==> config.mk <==
export PLATFORM = sky130hd
export DESIGN_NAME = carry_skip_seq_adder_flat
export DESIGN_NICKNAME = d
export VERILOG_FILES = /design/src/rtl/carry_skip_seq_adder_if.sv /design/src/rtl/carry_skip_seq_adder.sv /design/src/flat_wrapper.sv
export SDC_FILE = /design/constraint.sdc
export NUM_CORES = 1
export LEC_CHECK = 0
export BUFFER_PORTS_ARGS = -buffer_cell sky130_fd_sc_hd__buf_2
export CORE_MARGIN = 2
export CORE_UTILIZATION = 54
export DETAILED_ROUTE_END_ITERATION = 7
export PLACE_DENSITY = 0.79
export SLEW_MARGIN = 15
export SYNTH_ARGS = -nofsm -noshare
export SYNTH_HDL_FRONTEND = slang
export SYNTH_SLANG_ARGS = --single-unit
export TNS_END_PERCENT = 50
==> constraint.sdc <==
create_clock -name clk -period 3.7 [get_ports clk]
set_input_delay 0.74 -clock clk [delete_from_list [all_inputs] [get_ports clk]]
set_output_delay 0.74 -clock clk [all_outputs]
set_load 0.1 [all_outputs]
==> src/rtl/carry_skip_seq_adder_if.sv <==
`default_nettype none
// ============================================================================
//  Module      : carry_skip_seq_adder_if
//  Description : Operand/result handshake bundle for carry_skip_seq_adder.
//  Revision    : 1.0  initial release
// ============================================================================
interface carry_skip_seq_adder_if #(
    parameter int WIDTH = 16
);
    localparam int NSLICE = WIDTH / 4;
    localparam int CNT_W  = $clog2(NSLICE + 1);

    logic             in_valid;
    logic             in_ready;
    logic [WIDTH-1:0] a;
    logic [WIDTH-1:0] b;
    logic             cin;
    logic             out_valid;
    logic             out_ready;
    logic [WIDTH-1:0] sum;
    logic             cout;
    logic [CNT_W-1:0] skip_cnt;
    logic             busy;

    modport master (
        output in_valid, a, b, cin, out_ready,
        input  in_ready, out_valid, sum, cout, skip_cnt, busy
    );

    modport slave (
        input  in_valid, a, b, cin, out_ready,
        output in_ready, out_valid, sum, cout, skip_cnt, busy
    );
endinterface
`default_nettype wire

==> src/rtl/carry_skip_seq_adder.sv <==
`default_nettype none
// ============================================================================
//  Module      : carry_skip_seq_adder
//  Description : WIDTH-bit adder built from one 4-bit carry-skip slice reused
//                once per nibble, LSB first, with valid/ready on both sides.
//  Revision    : 1.0  initial release
// ============================================================================
module carry_skip_seq_adder #(
    parameter int WIDTH = 16
) (
    input  logic                  clk,
    input  logic                  rst_n,
    carry_skip_seq_adder_if.slave bus
);
    localparam int NSLICE = WIDTH / 4;
    localparam int CNT_W  = $clog2(NSLICE + 1);
    localparam int IDX_W  = (NSLICE > 1) ? $clog2(NSLICE) : 1;
    localparam logic [IDX_W-1:0] LAST_IDX = IDX_W'(NSLICE - 1);
    localparam logic [WIDTH-1:0] NIB_MASK = WIDTH'(4'hF);

    typedef enum logic [1:0] {
        S_IDLE = 2'd0,
        S_RUN  = 2'd1,
        S_DONE = 2'd2
    } state_t;

    state_t           r_state;
    state_t           w_state_nxt;
    logic [WIDTH-1:0] r_a;
    logic [WIDTH-1:0] r_b;
    logic [WIDTH-1:0] r_sum;
    logic             r_carry;
    logic             r_cout;
    logic [IDX_W-1:0] r_idx;
    logic [CNT_W-1:0] r_skip;

    logic [IDX_W+1:0] w_sh;
    logic [3:0]       w_a_nib;
    logic [3:0]       w_b_nib;
    logic [3:0]       w_p;
    logic [3:0]       w_s;
    logic             w_ripple_c;
    logic             w_skip;
    logic             w_slice_cout;
    logic             w_last;

    assign w_sh    = {r_idx, 2'b00};
    assign w_a_nib = 4'(r_a >> w_sh);
    assign w_b_nib = 4'(r_b >> w_sh);
    assign w_p     = w_a_nib ^ w_b_nib;
    assign w_last  = (r_idx == LAST_IDX);

    always_comb begin
        logic c;
        w_s = 4'h0;
        c   = r_carry;
        for (int i = 0; i < 4; i++) begin
            w_s[i] = w_p[i] ^ c;
            c      = (w_a_nib[i] & w_b_nib[i]) | (c & w_p[i]);
        end
        w_ripple_c = c;
    end

    // All-propagate nibble: carry bypasses the ripple chain straight from cin.
    assign w_skip       = (w_p == 4'hF);
    assign w_slice_cout = w_skip ? r_carry : w_ripple_c;

    always_ff @(posedge clk or negedge rst_n) begin
        if (!rst_n) begin
            r_state <= S_IDLE;
        end else begin
            r_state <= w_state_nxt;
        end
    end

    always_comb begin
        w_state_nxt = r_state;
        case (r_state)
            S_IDLE:  if (bus.in_valid)  w_state_nxt = S_RUN;
            S_RUN:   if (w_last)        w_state_nxt = S_DONE;
            S_DONE:  if (bus.out_ready) w_state_nxt = S_IDLE;
            default:                    w_state_nxt = S_IDLE;
        endcase
    end

    always_ff @(posedge clk or negedge rst_n) begin
        if (!rst_n) begin
            r_a     <= '0;
            r_b     <= '0;
            r_sum   <= '0;
            r_carry <= 1'b0;
            r_cout  <= 1'b0;
            r_idx   <= '0;
            r_skip  <= '0;
        end else if (r_state == S_IDLE) begin
            if (bus.in_valid) begin
                r_a     <= bus.a;
                r_b     <= bus.b;
                r_carry <= bus.cin;
                r_sum   <= '0;
                r_skip  <= '0;
                r_idx   <= '0;
            end
        end else if (r_state == S_RUN) begin
            r_sum   <= (r_sum & ~(NIB_MASK << w_sh)) | (WIDTH'(w_s) << w_sh);
            r_carry <= w_slice_cout;
            r_idx   <= r_idx + IDX_W'(1);
            if (w_skip) begin
                r_skip <= r_skip + CNT_W'(1);
            end
            if (w_last) begin
                r_cout <= w_slice_cout;
            end
        end
    end

    assign bus.in_ready  = (r_state == S_IDLE);
    assign bus.out_valid = (r_state == S_DONE);
    assign bus.busy      = (r_state == S_RUN) || (r_state == S_DONE);
    assign bus.sum       = r_sum;
    assign bus.cout      = r_cout;
    assign bus.skip_cnt  = r_skip;
endmodule
`default_nettype wire

==> src/flat_wrapper.sv <==
// flat-port wrapper written by rule: the top's interface ports become plain ports
module carry_skip_seq_adder_flat 
#(
    parameter int WIDTH = 16
)
  (clk, rst_n, bus_in_valid, bus_a, bus_b, bus_cin, bus_out_ready, bus_in_ready, bus_out_valid, bus_sum, bus_cout, bus_skip_cnt, bus_busy);
  carry_skip_seq_adder_if #(.WIDTH(WIDTH)) bus_i ();
  input  logic clk;
  input  logic rst_n;
  input wire logic [$bits(bus_i.in_valid)-1:0] bus_in_valid;
  input wire logic [$bits(bus_i.a)-1:0] bus_a;
  input wire logic [$bits(bus_i.b)-1:0] bus_b;
  input wire logic [$bits(bus_i.cin)-1:0] bus_cin;
  input wire logic [$bits(bus_i.out_ready)-1:0] bus_out_ready;
  output wire logic [$bits(bus_i.in_ready)-1:0] bus_in_ready;
  output wire logic [$bits(bus_i.out_valid)-1:0] bus_out_valid;
  output wire logic [$bits(bus_i.sum)-1:0] bus_sum;
  output wire logic [$bits(bus_i.cout)-1:0] bus_cout;
  output wire logic [$bits(bus_i.skip_cnt)-1:0] bus_skip_cnt;
  output wire logic [$bits(bus_i.busy)-1:0] bus_busy;
  assign bus_i.in_valid = bus_in_valid;
  assign bus_i.a = bus_a;
  assign bus_i.b = bus_b;
  assign bus_i.cin = bus_cin;
  assign bus_i.out_ready = bus_out_ready;
  assign bus_in_ready = bus_i.in_ready;
  assign bus_out_valid = bus_i.out_valid;
  assign bus_sum = bus_i.sum;
  assign bus_cout = bus_i.cout;
  assign bus_skip_cnt = bus_i.skip_cnt;
  assign bus_busy = bus_i.busy;
  carry_skip_seq_adder #(.WIDTH(WIDTH)) u_core (.clk(clk), .rst_n(rst_n), .bus(bus_i));
endmodule
Word level (Yosys, flattened, before mapping). Cells that the tools add are included.

Register bits after elaboration: 57. Word-level logic and storage cells: 69.

Add/subtract/negate cells: 2. Equal/unequal tests: 7. Shift operators: 4. Muxes and demuxes: 18. Bitwise gates (word level): 21. Reduce and logical (&&, ||, !) cells: 9.

Operators with widths (number): 16-bit two-way mux (3); 16-bit by 4-bit >> shifter with 4-bit output (2); 16-bit AND (1); 16-bit inverter (1); 16-bit bitwise OR (1); 4-bit by 4-bit left shift with 16-bit output (1); 4-bit by 4-bit left shift with 16-bit output, first input constant (1); 2-bit two-way mux (6); 3-bit two-way mux (4); 3-bit AND reduction (3); 1-bit AND (8); 2-bit one-hot mux with 3 select lines (1); 2-bit equality test, second input constant (2); 4-bit equality test, second input constant (1); 1-bit two-way mux (4); 2-bit != test, second input constant (2); 1-bit bitwise OR (4); 2-bit AND reduction (2); 2-bit nonzero test (2); 1-bit bitwise XOR (4); 4-bit bitwise XOR (1); 3-bit by 1-bit adder with 3-bit output, second input constant (1); 2-bit by 1-bit adder with 2-bit output, second input constant (1); 2-bit by 1-bit equality test with 1-bit output, second input constant (1); other kinds (4) (4).

Logic depth before layout (Yosys ltp).
Depth after elaboration: 13. Depth in mapped cells: 12.

Worst setup path before layout. No wires, ideal clock.

Path kind: register to register. Start: register u_core.r_idx[0]. End: register u_core.r_sum[15] (netlist: u_core.bus.sum[15]). Arrival: 2.606 ns. Data required time: 3.577 ns. Setup slack: 0.971 ns. Stages on the path, launching flop included: 12. Path buffers: 1. Clock period less this slack: 2.729 ns. Path through: dfrtp_1 buf_6 mux4_2 inv_1 fa_1 inv_1 fa_1 inv_1 fa_1 inv_1 fa_1 a22o_1.

Longest elaborated chain between the ends: 13. Elaborated cells between the ends (all ways): 20. Classes of those cells: 4 x shift; 2 x mux; 14 x bitwise.

Ends and longest elaborated chain: start, declared (line carry_skip_seq_adder.sv:34) `logic [IDX_W-1:0] r_idx;`; start signal, assigned (line carry_skip_seq_adder.sv:107) `r_idx <= r_idx + IDX_W'(1);`; 16-bit by 4-bit >> shifter with 4-bit output, on equally long branches (line carry_skip_seq_adder.sv:48, carry_skip_seq_adder.sv:49); 4-bit bitwise XOR (line carry_skip_seq_adder.sv:50) `assign w_p = w_a_nib ^ w_b_nib;`; 1-bit AND (line carry_skip_seq_adder.sv:59) `c = (w_a_nib[i] & w_b_nib[i]) | (c & w_p[i]);`; 1-bit bitwise OR (line carry_skip_seq_adder.sv:59); 1-bit AND (line carry_skip_seq_adder.sv:59); 1-bit bitwise OR (line carry_skip_seq_adder.sv:59); 1-bit AND (line carry_skip_seq_adder.sv:59); 1-bit bitwise OR (line carry_skip_seq_adder.sv:59); 1-bit bitwise XOR (line carry_skip_seq_adder.sv:58) `w_s[i] = w_p[i] ^ c;`; 4-bit by 4-bit left shift with 16-bit output (line carry_skip_seq_adder.sv:105) `r_sum <= (r_sum & ~(NIB_MASK << w_sh)) | (WIDTH'(w_s) << w_sh);`; 16-bit bitwise OR * (line carry_skip_seq_adder.sv:105); 16-bit two-way mux * (line carry_skip_seq_adder.sv:104) `end else if (r_state == S_RUN) begin`; 16-bit two-way mux * (line carry_skip_seq_adder.sv:95) `end else if (r_state == S_IDLE) begin`; end signal, assigned (line carry_skip_seq_adder.sv:105); end, declared (line carry_skip_seq_adder.sv:31) `logic [WIDTH-1:0] r_sum;`.

Mark *: on every way between the ends. The rest lies on a longest branch, timed or not. The select of a mux whose other input is x is not followed. A chain may end at the register's enable or synchronous reset.

Worst setup path after layout.
Start: register u_core.r_idx[0]. End: register u_core.r_sum[11] (netlist: u_core.bus.sum[11]).

Same word-level chain as after synthesis.

==> results.yml <==
status:
  status: "finished clean"
yosys:
  async_flop_share_pct: 100.0
  ys.warnings.count: 0
  synth-edff-count: 0
  synth_flop_cell: "dfrtp_1"
  synthCells: 267
  synth_seq_cells: 57
  netlist_area_um2: 2864
  avgSynthCellArea_um2: 10.73
  yosysSeqAreaShare_pct: 49.80
  syn-num-nets: 321
  yosys.cell_types.count: 34
floorplan:
  core_area_um2: 5107
  io_pins: 60
  die-area_um2: 5902
  die_y_um: 76.83
  chipWidth_um: 76.83
  row_count: 26
  start_util_pct: 56.08
timing:
  finalMaxSlewViolations: 0
  setup_tns_ns: 0
  rsz0062_at_grt: "no"
  tightest_slew_ns: 1.063
  hold_viol: 0
  timing.final.crit_share_pct: 79.60
  clock_skew_ns: 0.006619
  setup-violations-final: 0
  relSlewSlack_pct: 28.98
  fmax_ghz: 0.3395
  min_period_ns: 2.945
clock_network:
  cts-resized-gates: 0
  cts_buffers: 9
  cts.clk_slew.worst_paths_ns: 0.06
  postCtsHoldBufs: 0
  cts-root-buf: "clkbuf_8"
  cts_tree: "done"
  post_cts_buffers: 0
  htree_levels: 3
  cts_sinks: 57
  clk_latency_ns: 0.34
  cts_buffer_depth: 2
cells_and_area:
  fillers: 427
  drive_gt1_share_pct: 29.22
  areaGrowthSynthToFinish_pct: 17.21
  diodes: 0
  fin_nets: 381
routing:
  num_vias: 2126
  dr.pass1.iters: 5
  routedWlPerCell_um: 14.49
  wl_um: 5826
  drtIter0Drc: 126
  drc: 0
  ant_nets: 0
  viasPerCell: 5.289
critical_path:
  slowest_stage: "mux4_2"
  cp-start-kind: "flop"
  path_cells: "mux4_2 -> inv_1 -> fa_1 -> inv_1 -> fa_1 -> inv_1 -> fa_1 -> inv_1 -> fa_1 -> a22o_1"
  critPathMaxStageDelay_ns: 0.58
  end_kind: "flop"
  arrival_ns: 3.17
  crit_type: "reg -> reg"
  cp_max_fo: 8
  reg2reg_depth: 10
  worst_ep_required_time_ns: 3.93
global_routing:
  grt_max_degree: 40
  use_met1_pct: 30.02
  grt_usage_pct: 22.31
  antenna_found_initial: 0
  met3_usage_pct: 4.588
  busiest_layer: "met2"
  grt_pass1_vias: 2141
  overflow: 0
  grt_use_met2_pct: 34.12
  grt_pass1_wl_um: 10190
placed_design:
  hpwl_um: 4183
  portBuffers: 59
  place_congestion: 0.7814
hold_path:
  hold_path.class: "in -> async"
flow_run:
  maxCapViolCount: 0
[critical path: cells and delay by family, from the launching register on]
family                     cells  cell delay (ns)
buffers and inverters          4             0.27
DFF                            1             0.56
AOI/OAI and AO/OA              1             0.23
adders and majority gates      4             1.19
muxes                          1             0.58
[state kept, by name, indices dropped and copies added, names as in the netlist]
signal	count
u_core.r_idx	2
u_core.bus.sum	16
u_core.bus.skip_cnt	3
u_core.r_a	16
u_core.r_state	2
u_core.r_b	16
u_core.bus.cout	1
u_core.r_carry	1
[placed cells by master (no fill, tap or decap), types with 2 or more instances in the layout]
cell type / count
a21oi_1: 3
a21oi_4: 4
a22o_1: 8
buf_2: 59
buf_4: 3
clkbuf_8: 10
clkinv_2: 4
dfrtp_1: 57
fa_1: 4
ha_1: 13
inv_1: 16
inv_2: 2
mux2i_1: 6
mux4_2: 8
nand2_1: 101
nand3_1: 4
nor3_1: 2
nor3_2: 2
o22ai_1: 2
o2bb2ai_1: 8
[per-stage QoR]
| stage | cells | area (um2) | setup slack (ns) | util, % | hold slack, ns |
|---|---|---|---|---|---|
| 2_1_floorplan | 267 | 2864 | 0.9706 | - | 0.4403 |
| 3_3_place_gp | 386 | 3162 | 0.8152 | 61.91 | 0.4587 |
| 3_5_place_dp | 386 | 3162 | 0.7326 | 61.91 | 0.4666 |
| 4_1_cts | 402 | 3357 | 0.7349 | 65.73 | 0.4834 |
| 5_1_grt | 402 | 3357 | 0.5658 | 65.73 | 0.5010 |
| 6_report | 402 | 3357 | 0.7548 | 65.73 | 0.4687 |
[worst paths after layout]
path	start	endpoint	slack [ns]
worst min register to register	u_core.r_a[5]	u_core.r_a[5]	0.48
worst max register to register	u_core.r_idx[0]	u_core.bus.sum[11]	0.75
min in group clk	u_core.r_a[5]	u_core.r_a[5]	0.48
worst min-delay path	rst_n	u_core.r_state[1]	0.47
worst max-delay path	u_core.r_idx[0]	u_core.bus.sum[11]	0.75
max in group asynchronous	rst_n	u_core.bus.sum[3]	2.43
[cells in the mapped netlist (2+ instances only)]
| cell | n | area share (%) |
|---|---|---|
| inv_1 | 16 | 2.1 |
| inv_2 | 2 | 0.26 |
| buf_2 | 5 | 0.87 |
| nand3_1 | 4 | 0.70 |
| mux2i_1 | 6 | 2.1 |
| fa_1 | 4 | 2.8 |
| buf_4 | 3 | 0.79 |
| nor3_1 | 2 | 0.35 |
| a22o_1 | 8 | 2.4 |
| o2bb2ai_1 | 8 | 2.4 |
| nand2_1 | 101 | 13 |
| a21oi_4 | 4 | 2.3 |
| buf_6 | 4 | 1.6 |
| a21oi_1 | 3 | 0.52 |
| dfrtp_1 | 57 | 50 |
| mux4_2 | 8 | 6.3 |
| nor3_2 | 2 | 0.70 |
| ha_1 | 13 | 5.7 |
| o22ai_1 | 2 | 0.44 |
[final cells by class]
class | count | area (um2) | area share [%]
Sequential cell | 57 | 1426 | 42.49
Multi-Input combinational cell | 179 | 1262 | 37.61
Timing Repair Buffer | 62 | 317.8 | 9.467
Clock inverter | 6 | 57.56 | 1.714
Clock buffer | 10 | 137.6 | 4.100
Tap cell | 70 | 87.58 | 2.609
Inverter | 18 | 67.56 | 2.013
[routing by layer]
layer	up-vias	wire, um
met5	-	0
met4	0	110
met3	11	324
met2	72	2765
met1	1029	2626
li1	1014	-
[logic make-up after synthesis]
family                     after synthesis  share of synthesized area [%]
xor gates and xnor gates                 1                         0.3059
buffers and inverters                   31                          6.116
muxes                                   14                          8.388
DFF                                     57                          49.80
and+or+nand+nor                        115                          16.64
adders and majority gates               17                          8.476
AOI/OAI and AO/OA                       32                          10.27
Power is left out: the tool's default activity adds up to more than one toggle a clock period on the data nets, which glitch-free logic cannot reach.
